[src/rtl/axis_pkg.sv]
// ---------------------------------------------------------------------------
// axis_pkg
// Shared types and constants for the AXI-Stream egress slice.
//   axis_beat_t     : one stream beat {tdata, tlast, tuser} at the default
//                     widths, used wherever a whole beat is handled as a unit
//   AXIS_CNT_W      : width of the optional statistics counters
//   egress_state_t  : inter-frame gap state machine encoding
// ---------------------------------------------------------------------------
package axis_pkg;

   localparam int AXIS_DATA_W = 64;
   localparam int AXIS_USER_W = 1;
   localparam int AXIS_CNT_W  = 32;

   typedef struct packed {
      logic [AXIS_DATA_W-1:0] tdata;
      logic                   tlast;
      logic [AXIS_USER_W-1:0] tuser;
   } axis_beat_t;

   typedef enum logic [0:0] {
      ST_PASS = 1'b0,
      ST_GAP  = 1'b1
   } egress_state_t;

endpackage

[src/rtl/axis_skid_buf.sv]
// ---------------------------------------------------------------------------
// axis_skid_buf
// Two-entry skid buffer: an output register OUT backed by one skid register
// SKID. The upstream ready is a flop (~skid full), so it never depends
// combinationally on the downstream ready. Beats flow in order, one per cycle.
// Ports:
//   clk, rst_n          : clock, asynchronous active-low reset
//   s_beat, s_valid     : upstream beat (packed) and its valid
//   s_ready             : registered ready toward upstream
//   out_beat, out_valid : contents/occupancy of the OUT register
//   out_ready           : downstream accepts OUT this cycle (only meaningful
//                         while out_valid is high)
// ---------------------------------------------------------------------------
module axis_skid_buf #(
   parameter int WIDTH = 8
) (
   input  logic             clk,
   input  logic             rst_n,
   input  logic [WIDTH-1:0] s_beat,
   input  logic             s_valid,
   output logic             s_ready,
   output logic [WIDTH-1:0] out_beat,
   output logic             out_valid,
   input  logic             out_ready
);

   logic [WIDTH-1:0] out_beat_q, out_beat_d;
   logic             out_valid_q, out_valid_d;
   logic [WIDTH-1:0] skid_beat_q, skid_beat_d;
   logic             skid_valid_q, skid_valid_d;
   logic             s_ready_q, s_ready_d;
   logic             s_hs;
   logic             out_free;

   // OUT can take a new beat when it is empty or is being consumed this cycle.
   // A held SKID beat always moves first so ordering is preserved; a new
   // upstream beat only lands in SKID while OUT is stalled.
   always_comb begin
      out_beat_d   = out_beat_q;
      out_valid_d  = out_valid_q;
      skid_beat_d  = skid_beat_q;
      skid_valid_d = skid_valid_q;
      s_hs         = s_valid & s_ready_q;
      out_free     = ~out_valid_q | out_ready;

      if (out_free) begin
         if (skid_valid_q) begin
            out_beat_d   = skid_beat_q;
            out_valid_d  = 1'b1;
            skid_valid_d = s_hs;
            if (s_hs) begin
               skid_beat_d = s_beat;
            end
         end else begin
            out_valid_d = s_hs;
            if (s_hs) begin
               out_beat_d = s_beat;
            end
         end
      end else if (s_hs) begin
         skid_beat_d  = s_beat;
         skid_valid_d = 1'b1;
      end

      // Ready looks at the next SKID occupancy so it drops the cycle after
      // SKID fills and rises the cycle after it drains.
      s_ready_d = ~skid_valid_d;
   end

   always_ff @(posedge clk or negedge rst_n) begin
      if (!rst_n) begin
         out_beat_q   <= '0;
         out_valid_q  <= 1'b0;
         skid_beat_q  <= '0;
         skid_valid_q <= 1'b0;
         s_ready_q    <= 1'b0;
      end else begin
         out_beat_q   <= out_beat_d;
         out_valid_q  <= out_valid_d;
         skid_beat_q  <= skid_beat_d;
         skid_valid_q <= skid_valid_d;
         s_ready_q    <= s_ready_d;
      end
   end

   assign s_ready   = s_ready_q;
   assign out_beat  = out_beat_q;
   assign out_valid = out_valid_q;

endmodule

[src/rtl/axis_egress.sv]
// ---------------------------------------------------------------------------
// axis_egress
// Egress boundary of the parser datapath: internal AXI-Stream (s_*) to the
// external AXI-Stream (m_*). All m_* outputs come straight from registers.
// A skid buffer decouples s_tready from m_tready, and after every frame end
// m_tvalid is held low for IFG_CYCLES cycles (0 = no gap).
// Optional feature macro: AXIS_EGRESS_STATS_EN adds frame_cnt / beat_cnt.
// Ports:
//   clk, rst_n                          : clock, asynchronous active-low reset
//   s_tdata/s_tvalid/s_tlast/s_tuser    : internal stream in
//   s_tready                            : registered ready toward internal side
//   m_tdata/m_tvalid/m_tlast/m_tuser    : external stream out
//   m_tready                            : external backpressure
//   frame_cnt, beat_cnt                 : frames / beats sent (macro only)
// ---------------------------------------------------------------------------
module axis_egress
   import axis_pkg::*;
#(
   parameter int DATA_WIDTH = 64,
   parameter int USER_WIDTH = 1,
   parameter int IFG_CYCLES = 0
) (
   input  logic                  clk,
   input  logic                  rst_n,
   input  logic [DATA_WIDTH-1:0] s_tdata,
   input  logic                  s_tvalid,
   output logic                  s_tready,
   input  logic                  s_tlast,
   input  logic [USER_WIDTH-1:0] s_tuser,
   output logic [DATA_WIDTH-1:0] m_tdata,
   output logic                  m_tvalid,
   input  logic                  m_tready,
   output logic                  m_tlast,
   output logic [USER_WIDTH-1:0] m_tuser
`ifdef AXIS_EGRESS_STATS_EN
   ,
   output logic [AXIS_CNT_W-1:0] frame_cnt,
   output logic [AXIS_CNT_W-1:0] beat_cnt
`endif
);

   localparam int BEAT_W = DATA_WIDTH + 1 + USER_WIDTH;
   localparam int GAP_W  = (IFG_CYCLES > 1) ? $clog2(IFG_CYCLES) : 1;
   localparam logic [GAP_W-1:0] GAP_LOAD = GAP_W'((IFG_CYCLES > 0) ? IFG_CYCLES - 1 : 0);

   logic [BEAT_W-1:0] s_beat;
   logic [BEAT_W-1:0] out_beat;
   logic              out_valid;
   logic              gap_active;
   logic              m_hs;
   egress_state_t     state_q;
   logic [GAP_W-1:0]  gap_cnt_q;

   // Beat layout inside the buffer: {tdata, tlast, tuser}, matching axis_beat_t.
   assign s_beat = {s_tdata, s_tlast, s_tuser};

   axis_skid_buf #(
      .WIDTH (BEAT_W)
   ) u_skid (
      .clk       (clk),
      .rst_n     (rst_n),
      .s_beat    (s_beat),
      .s_valid   (s_tvalid),
      .s_ready   (s_tready),
      .out_beat  (out_beat),
      .out_valid (out_valid),
      .out_ready (m_tready & ~gap_active)
   );

   assign gap_active = (state_q == ST_GAP);
   assign m_tvalid   = out_valid & ~gap_active;
   assign m_tdata    = out_beat[BEAT_W-1 -: DATA_WIDTH];
   assign m_tlast    = out_beat[USER_WIDTH];
   assign m_tuser    = out_beat[USER_WIDTH-1:0];
   assign m_hs       = m_tvalid & m_tready;

   // Gap FSM: a frame-end handshake parks the output for IFG_CYCLES cycles.
   // The counter starts at IFG_CYCLES-1 and the exit happens on the cycle it
   // reads 0, so exactly IFG_CYCLES cycles are spent in GAP.
   always_ff @(posedge clk or negedge rst_n) begin
      if (!rst_n) begin
         state_q   <= ST_PASS;
         gap_cnt_q <= '0;
      end else begin
         case (state_q)
            ST_PASS: begin
               if (m_hs && m_tlast && (IFG_CYCLES > 0)) begin
                  state_q   <= ST_GAP;
                  gap_cnt_q <= GAP_LOAD;
               end
            end
            ST_GAP: begin
               if (gap_cnt_q == '0) begin
                  state_q <= ST_PASS;
               end else begin
                  gap_cnt_q <= gap_cnt_q - 1'b1;
               end
            end
            default: begin
               state_q <= ST_PASS;
            end
         endcase
      end
   end

`ifdef AXIS_EGRESS_STATS_EN
   logic [AXIS_CNT_W-1:0] frame_cnt_q, frame_cnt_d;
   logic [AXIS_CNT_W-1:0] beat_cnt_q, beat_cnt_d;

   // Counters wrap naturally at 2^32.
   always_comb begin
      frame_cnt_d = frame_cnt_q;
      beat_cnt_d  = beat_cnt_q;
      if (m_hs) begin
         beat_cnt_d = beat_cnt_q + 1'b1;
         if (m_tlast) begin
            frame_cnt_d = frame_cnt_q + 1'b1;
         end
      end
   end

   always_ff @(posedge clk or negedge rst_n) begin
      if (!rst_n) begin
         frame_cnt_q <= '0;
         beat_cnt_q  <= '0;
      end else begin
         frame_cnt_q <= frame_cnt_d;
         beat_cnt_q  <= beat_cnt_d;
      end
   end

   assign frame_cnt = frame_cnt_q;
   assign beat_cnt  = beat_cnt_q;
`endif

endmodule

[config.mk]
export PLATFORM = sky130hd
export DESIGN_NAME = axis_egress
export DESIGN_NICKNAME = d
export VERILOG_FILES = /design/src/rtl/axis_pkg.sv /design/src/rtl/axis_skid_buf.sv /design/src/rtl/axis_egress.sv
export SDC_FILE = /design/constraint.sdc
export NUM_CORES = 1
export LEC_CHECK = 0
export BUFFER_PORTS_ARGS = -buffer_cell sky130_fd_sc_hd__buf_2
export CORE_ASPECT_RATIO = 1.2
export CORE_MARGIN = 2
export CORE_UTILIZATION = 45
export CTS_CLUSTER_SIZE = 12
export DETAILED_ROUTE_END_ITERATION = 7
export GPL_ROUTABILITY_DRIVEN = 0
export GPL_TIMING_DRIVEN = 0
export MAX_ROUTING_LAYER = met4
export PLACE_DENSITY_LB_ADDON = 0.15
export SLEW_MARGIN = 25
export SYNTH_ARGS = -nofsm -noshare
export SYNTH_HDL_FRONTEND = slang
export SYNTH_HIERARCHICAL = 1
export SYNTH_SLANG_ARGS = --single-unit
[constraint.sdc]
create_clock -name clk -period 1.5 [get_ports clk]
set_input_delay 0 -clock clk [delete_from_list [all_inputs] [get_ports clk]]
set_output_delay 0 -clock clk [all_outputs]
set_load 0.05 [all_outputs]
# --- Yosys cells after proc, flatten, opt, wreduce, memory -nomap -nowiden ---
# Index checks and enable logic that the tools add are counted.
classes:
  multipliers: 0
  n_mux: 12
  n_eq_ne: 1
  n_lt_le_gt_ge: 0
  bitwise: 7
  reduce_logical: 2
  n_addsub: 1
  div: 0
  n_shift: 0
op_table:
  columns: ["op", "n"]
  rows:
  - ["$mux 66", 5]
  - ["$mux 1", 7]
  - ["$and 1x1->1", 3]
  - ["$not 1->1", 3]
  - ["$ne 2x1->1 const B", 1]
  - ["$reduce_and 2->1", 1]
  - ["$reduce_bool 2->1", 1]
  - ["$or 1x1->1", 1]
  - ["$sub 1x1->1 const B", 1]
totals:
  mem_count: 0
  mem_bits_ro: 0
  register_bits: 137
  out_inout_bits: 68
  ramBits: 0
  latch_bits: 0
  in_bits: 70
  elab_cells: 30

# --- Depth between registers and ports, before layout ---
# Gate-level depths: netlist of the first run.
depth:
  depth_word: 5
  ltp_mapped: 6

# --- Least setup slack after synthesis of the first run ---
# OpenSTA, ideal clock, no wires.
synth_path:
  kind: "flip-flop to flip-flop"
  from: "reg u_skid.out_valid_q, in the netlist u_skid/out_valid"
  to: "reg u_skid.skid_beat_q[58]"
  t_arrival_ps: 1613
  setup_slack_ps: -241
  stages_incl_launch_ff: 6
  synth_period_minus_slack_ps: 1741
  path_buffers: 2
  cell_sequence: "dfrtp_1 -> nor2b_4 -> o211ai_2 -> buf_4 -> buf_6 -> mux2_1"
synth_between:
  elab_chain_len: 3
  elab_cells_between_ends: 4
  classes_between: "eq/ne (1); mux (1); bitwise (2)"
synth_lines:
  columns: ["element", "line", "source"]
  rows:
  - ["start, declared", "axis_skid_buf.sv:28", "logic out_valid_q, out_valid_d;"]
  - ["start signal, assigned", "axis_skid_buf.sv:79", "out_valid_q <= out_valid_d;"]
  - ["$not 1->1 (*)", "axis_skid_buf.sv:44", "out_free = ~out_valid_q | out_ready;"]
  - ["$or 1x1->1 (*)", "axis_skid_buf.sv:44", null]
  - ["$ne 2x1->1 (no line) or $mux 66 (tied branches)", null, null]
  - ["end signal, assigned", "axis_skid_buf.sv:80", "skid_beat_q <= skid_beat_d;"]
  - ["end, declared", "axis_skid_buf.sv:29", "logic [WIDTH-1:0] skid_beat_q, skid_beat_d;"]
# Mark *: on every way between the ends. The rest lies on a longest branch, timed or not.
# A chain may end at the register's enable or synchronous reset.

# --- Worst setup path after layout of the first run ---
layout_path:
  from: "reg u_skid.out_valid_q, in the netlist u_skid/out_valid"
  to: "reg u_skid.skid_beat_q[29]"
# The elaborated chain is that of the path after synthesis.

==> results.tsv, run 1 <==
metric	value	unit
status	finished, violations left	
violations	negative setup slack	
dr_total_vias	3855	
grt_setup_unrepaired	true	
critPathKind	reg2reg	
worstHoldStart	m_tready	
insertion_delay	0.41	ns
start_util	46.1	%
drt_pass1_iterations	4	
grt_pass1_wl	20.6	mm
regToRegSetupSlack	-0.03	ns
finalSetupTns	-0.527	ns
drtIter0Drc	146	
synth_nets	433	
min_to	u_skid/skid_valid_q	
die_y	131	um
critPathMaxFanout	10	
wl_per_cell	16.7	um
ys_types	14	
port_buffers	137	
setup_ws	-0.0290	ns
synthDominantCellAreaShare	55.6	%
reg2reg_to	u_skid/skid_beat_q[29]	
synthTopCellsByArea	dfrtp_1 (56%), mux2_2 (24%), mux2_4 (14%), buf_6 (2.2%), mux2_1 (1.5%)	
grt_use_total	19.0	%
nets	673	
place_ws	-0.289	ns
fin_area	8800	um2
postRouteAntennaNets	0	
gr-total-overflow	0	
ir_drop	1.37	mV
area_growth_syn_to_layout	44.9	%
coreArea	13200	um2
post-dp-hpwl	8.06	mm
ys_seq_area_share	55.6	%
reg2reg_depth	5	
period_needed	1.53	ns
maxCapViolCount	0	
die_x	110	um
grt_pass1_vias	4177	
slew_viol_final	0	
placed_area	7020	um2
path_clk_slew	0.06	ns
synthCells	363	
die_area	14400	um2
clk_path_buf_depth	2	
holdWs	0.0393	ns
cts_sinks	135	
ioPinCount	138	
p_per_area	2600	nW/um2
synth_area	6070	um2
cts_tree	yes	
hold_violations	0	
clockRootBuffer	clkbuf_16	
drc	0	
end_kind	flip-flop	
hp-class	in2reg	
num-fill-cells	957	
holdPathStages	5	
cts_buffers	17	
timing.rr.start	u_skid/out_valid	
fmax	0.654	GHz
yosys.area.top_type	dfrtp_1	
routed_wl	13.1	mm
fin_util	66.8	%
fin_skew	0.00686	ns
antenna_found_initial	0	
avgSynthCellArea	16.7	um2
final_common_cell	buf_2	
via_per_inst	4.92	
drive_gt1_share	66.2	%
p_leak	4.21	nW
ys_ff_latch	135	
num_rows	46	
arrival	1.83	ns
start_kind	flip-flop	
grt_max_degree	75	
cp_data_required_time	1.80	ns
period_share	102	%
num_antenna_cells	0	
mostFrequentLayoutCells	buf_2 (136), dfrtp_1 (133), mux2_2 (102)	
tightestPinTransition	0.488	ns
cts_max_level	4	
slew_headroom	67.5	%
yosysWarnings	6	
setup_viol	36	
==> synthesized netlist by cell type <==
cell,number
dfrtp_1,135
mux2_2,132
mux2_4,58
buf_6,12
buf_2,9
mux2_1,8
nand2_1,2
a21oi_2,1
and2_1,1
buf_4,1
nand2b_1,1
nor2_1,1
nor2b_4,1
o211ai_2,1
==> power by group <==
group	internal, mW	switching (mW)
logic	5.82	6.28
registers	5.56	0.963
clock network	2.70	1.50
==> layer usage <==
metal / vias up / wire, um / global-route usage, %
met4: 0 / 230 / 7.59
met1: 1949 / 5680 / 23.0
met5: - / 0 / -
li1: 1789 / - / -
met3: 20 / 578 / 4.46
met2: 97 / 6600 / 30.4
==> timing repair <==
action                                  4_1_cts  5_1_grt
resized for setup                            40       49
setup buffers                                 7        5
hold buffers                                 68        0
pin swaps                                     1        2
endpoints found under the setup margin      127      112
cloned                                        1        3
hold endpoints to repair                    236        0
==> registers in the layout, indices dropped and copies added (netlist names) <==
register and cells:
u_skid/out_valid 1, u_skid/s_ready 1, u_skid/out_beat 66, u_skid/skid_beat_q 66
u_skid/skid_valid_q 1
==> worst max-delay path: stages (launching register included) <==
cell and delay [ns]:
dfrtp_2 0.39, nor2b_4 0.15, o211ai_4 0.21, buf_6 0.17
buf_8 0.15, mux2_2 0.34
==> worst max-delay path by stage <==
stage,start,endpoint,depth (start not counted)
floorplan,u_skid/out_valid,u_skid/skid_beat_q[47],5
global placement,rst_n,u_skid/out_valid,1
detailed placement,u_skid/out_valid,u_skid/skid_beat_q[56],5
CTS,u_skid/out_valid,u_skid/skid_beat_q[60],6
global route,u_skid/out_valid,u_skid/skid_beat_q[36],5
finish,u_skid/out_valid,u_skid/skid_beat_q[29],5
==> through the flow <==
| step | instances | total power, mW |
|---|---|---|
| 2_1_floorplan | 363 | 14.9 |
| 3_3_place_gp | 668 | 16.8 |
| 3_5_place_dp | 669 | 17.1 |
| 4_1_cts | 777 | 22.1 |
| 5_1_grt | 784 | 23.9 |
| 6_report | 784 | 22.8 |
==> cell type report <==
type / count / area (um2) / share of cell area [%]
plain buffers: 21 / 333 / 3.78
clock inverters: 7 / 90.1 / 1.02
clock buffers: 25 / 515 / 5.86
repair buffers: 222 / 1600 / 18.2
multi-input cells: 206 / 2670 / 30.3
well taps: 168 / 210 / 2.39
flip-flops and latches: 135 / 3380 / 38.4
==> kinds of logic (layout without fill, tap and decap cells) <==
kind of cell	after synthesis	after routing	synth area share, %
AOI/OAI and AO/OA	2	2	0.350
muxes	198	198	40.3
buffers and inverters	22	275	3.09
DFF	135	135	55.6
and+or+nand+nor	6	6	0.618
Note: power is estimated with default switching activity, not from simulation.
==> run 2, diff against run 1 <==
--- a/config.mk
+++ b/config.mk
@@ -5,6 +5,7 @@
 export SDC_FILE = /design/constraint.sdc
 export NUM_CORES = 1
 export LEC_CHECK = 0
+export ABC_AREA = 1
 export BUFFER_PORTS_ARGS = -buffer_cell sky130_fd_sc_hd__buf_2
 export CORE_ASPECT_RATIO = 1.2
 export CORE_MARGIN = 2
==> results.tsv, run 2 <==
metric	value	unit
status	finished clean	
synth_adder_area_share	0	%
top_layer	met4	
ir_drop	1.60	mV
setup_viol	0	
nets	1093	
tightestPinTransition	0.527	ns
synth_top_family_by_area	simple AND/OR/NAND/NOR gates	
post-dp-hpwl	10.9	mm
insertion_delay	0.41	ns
synth-edff-count	0	
ioPinCount	138	
ys_ff_latch	135	
cp_data_required_time	1.85	ns
clockRootBuffer	clkbuf_16	
start_kind	flip-flop	
ys_types	13	
slew_headroom	64.8	%
grt_max_degree	70	
crit_start	u_skid/out_valid	
antenna_found_initial	0	
coreArea	13200	um2
p_int	10.6	mW
synth_mux_area_share	0	%
cts_tree	yes	
fmax	0.712	GHz
wl_per_cell	13.8	um
yosys.area_share.xor_xnor	0	%
grt_pass1_wl	27.6	mm
timing.rr.start	u_skid/out_valid	
cts_max_level	4	
yosys.area.top_type	dfrtp_1	
die_x	110	um
cts_buffers	17	
grt_pass1_vias	5692	
dpl.cell_count	1104	
area_growth_syn_to_layout	37.5	%
gr-total-overflow	0	
critPathMaxFanout	10	
finalSetupTns	0	ns
holdWs	0.127	ns
p_per_area	2450	nW/um2
synth_commonest_cells	nand2_1 (467), dfrtp_1 (135), nand3_1 (132), buf_2 (27), clkbuf_1 (20)	
synthCells	798	
cts_sinks	135	
clk_path_buf_depth	2	
pwr-share-seq	30.7	%
p_sw	9.85	mW
regToRegSetupSlack	0.1	ns
via_per_inst	4.82	
postRouteAntennaNets	0	
arrival	1.75	ns
drive_gt1_share	20.9	%
critPathKind	reg2reg	
grt_setup_unrepaired	true	
end_kind	flip-flop	
clkPwrFrac	20.1	%
routed_wl	16.6	mm
p_sw_share	48.1	%
period_share	93.7	%
fin_skew	0.00898	ns
route.met3.wl	664	um
reg2reg_depth	6	
dr_wl_met2	8.34	mm
synth_area	6090	um2
yosysMostFrequentCell	nand2_1	
yosys.area_share.simple	39.9	%
synth_flop_cell	dfrtp_1	
synth_nets	868	
avgSynthCellArea	7.63	um2
final_common_cell	nand2_1	
placed_area	7020	um2
ys_seq_area_share	55.5	%
num-fill-cells	1235	
power_frac_comb	49.1	%
synthTopCellsByArea	dfrtp_1 (55%), nand2_1 (29%), nand3_1 (11%), buf_2 (2.2%), clkbuf_1 (1.2%)	
hp-class	in2async	
met1Wirelength	7.48	mm
drtIter0Drc	267	
final_cells	1204	
period_needed	1.40	ns
reg2reg_to	u_skid/skid_beat_q[36]	
drt_pass1_iterations	5	
die_area	14500	um2
path_clk_slew	0.06	ns
num_antenna_cells	0	
synthDominantCellAreaShare	55.5	%
port_buffers	137	
drc	0	
p_leak	4.75	nW
grt_use_total	24.7	%
start_util	46.0	%
hold_violations	0	
synthArstFlopShare	100	%
maxCapViolCount	0	
mostFrequentLayoutCells	nand2_1 (465), buf_2 (149), dfrtp_1 (134)	
yosysWarnings	6	
dr_total_vias	5800	
slew_viol_final	0	
synth-compound-area-share	0.164	%
fin_area	8370	um2
die_y	131	um
num_rows	46	
==> run 2: changes by cell type in the layout (fill, tap and decap cells not counted), sizes merged, moves of 6 or more <==
cell	previous run	this run
inv	0	6
nand3	0	132
mux2	198	0
nand2	2	469
clkbuf	28	44
==> run 2: power by group through the flow <==
stage	sequential [mW]	clock, mW	combinational [mW]
floorplan	9.22	0	4.24
global placement	6.27	0	9.65
detailed placement	6.31	0	9.77
CTS	6.28	4.21	9.99
global route	6.52	4.40	11.1
finish	6.29	4.12	10.1
==> run 2: worst max-delay path by stage <==
stage	end	slack (ns)
finish	u_skid/skid_beat_q[36]	0.1
global route	u_skid/out_beat[38]	-0.01
CTS	u_skid/skid_beat_q[34]	-0.06
detailed placement	u_skid/skid_valid_q	-0.14
global placement	u_skid/out_valid	-1.80
floorplan	u_skid/out_beat[22]	0.02
==> run 2: worst max-delay path, stage by stage, from the launching register on <==
cell and delay [ns]:
dfrtp_2 0.42, nand2_8 0.10, nand2_2 0.14, clkbuf_4 0.24, buf_2 0.24, nand3_1 0.10, nand2_1 0.08
==> run 2: area by class of cell <==
class | count | area, um2 | area share, %
Buffer | 56 | 317 | 3.78
Multi-Input combinational cell | 604 | 2460 | 29.4
Sequential cell | 135 | 3380 | 40.4
Clock inverter | 14 | 150 | 1.79
Clock buffer | 18 | 439 | 5.25
Tap cell | 168 | 210 | 2.51
Timing Repair Buffer | 206 | 1400 | 16.7
Inverter | 3 | 13.8 | 0.164
==> run 2: cell families (layout without fill, tap and decap cells) <==
family                 count (synthesis)  after routing
and+or+nand+nor                      602            602
buffers and inverters                 59            297
AOI/OAI and AO/OA                      2              2
DFF                                  135            135
==> run 2: timing repair <==
action	4_1_cts	5_1_grt
endpoints found under the hold margin	200	0
resized for setup	9	32
gates cloned	0	0
hold buffers	67	0
endpoints found under the setup margin	111	120
pin swaps	0	1
buffers inserted	0	1
==> run 2: per-layer routing <==
layer / track usage [%] / vias up
met5: - / -
met4: 5.97 / 0
met3: 4.51 / 14
met2: 39.8 / 128
met1: 32.3 / 2710
li1: - / 2948
==> run 2: per-stage QoR <==
| stage | setup WS, ns | utilization, % | power (mW) |
|---|---|---|---|
| after floorplan | 0.0215 | - | 13.5 |
| after global placement | -1.80 | 52.8 | 15.9 |
| after detailed placement | -0.144 | 53.1 | 16.1 |
| after CTS | -0.0562 | 62.8 | 20.5 |
| after global routing | -0.0149 | 63.2 | 22.0 |
| final | 0.0951 | 63.2 | 20.5 |
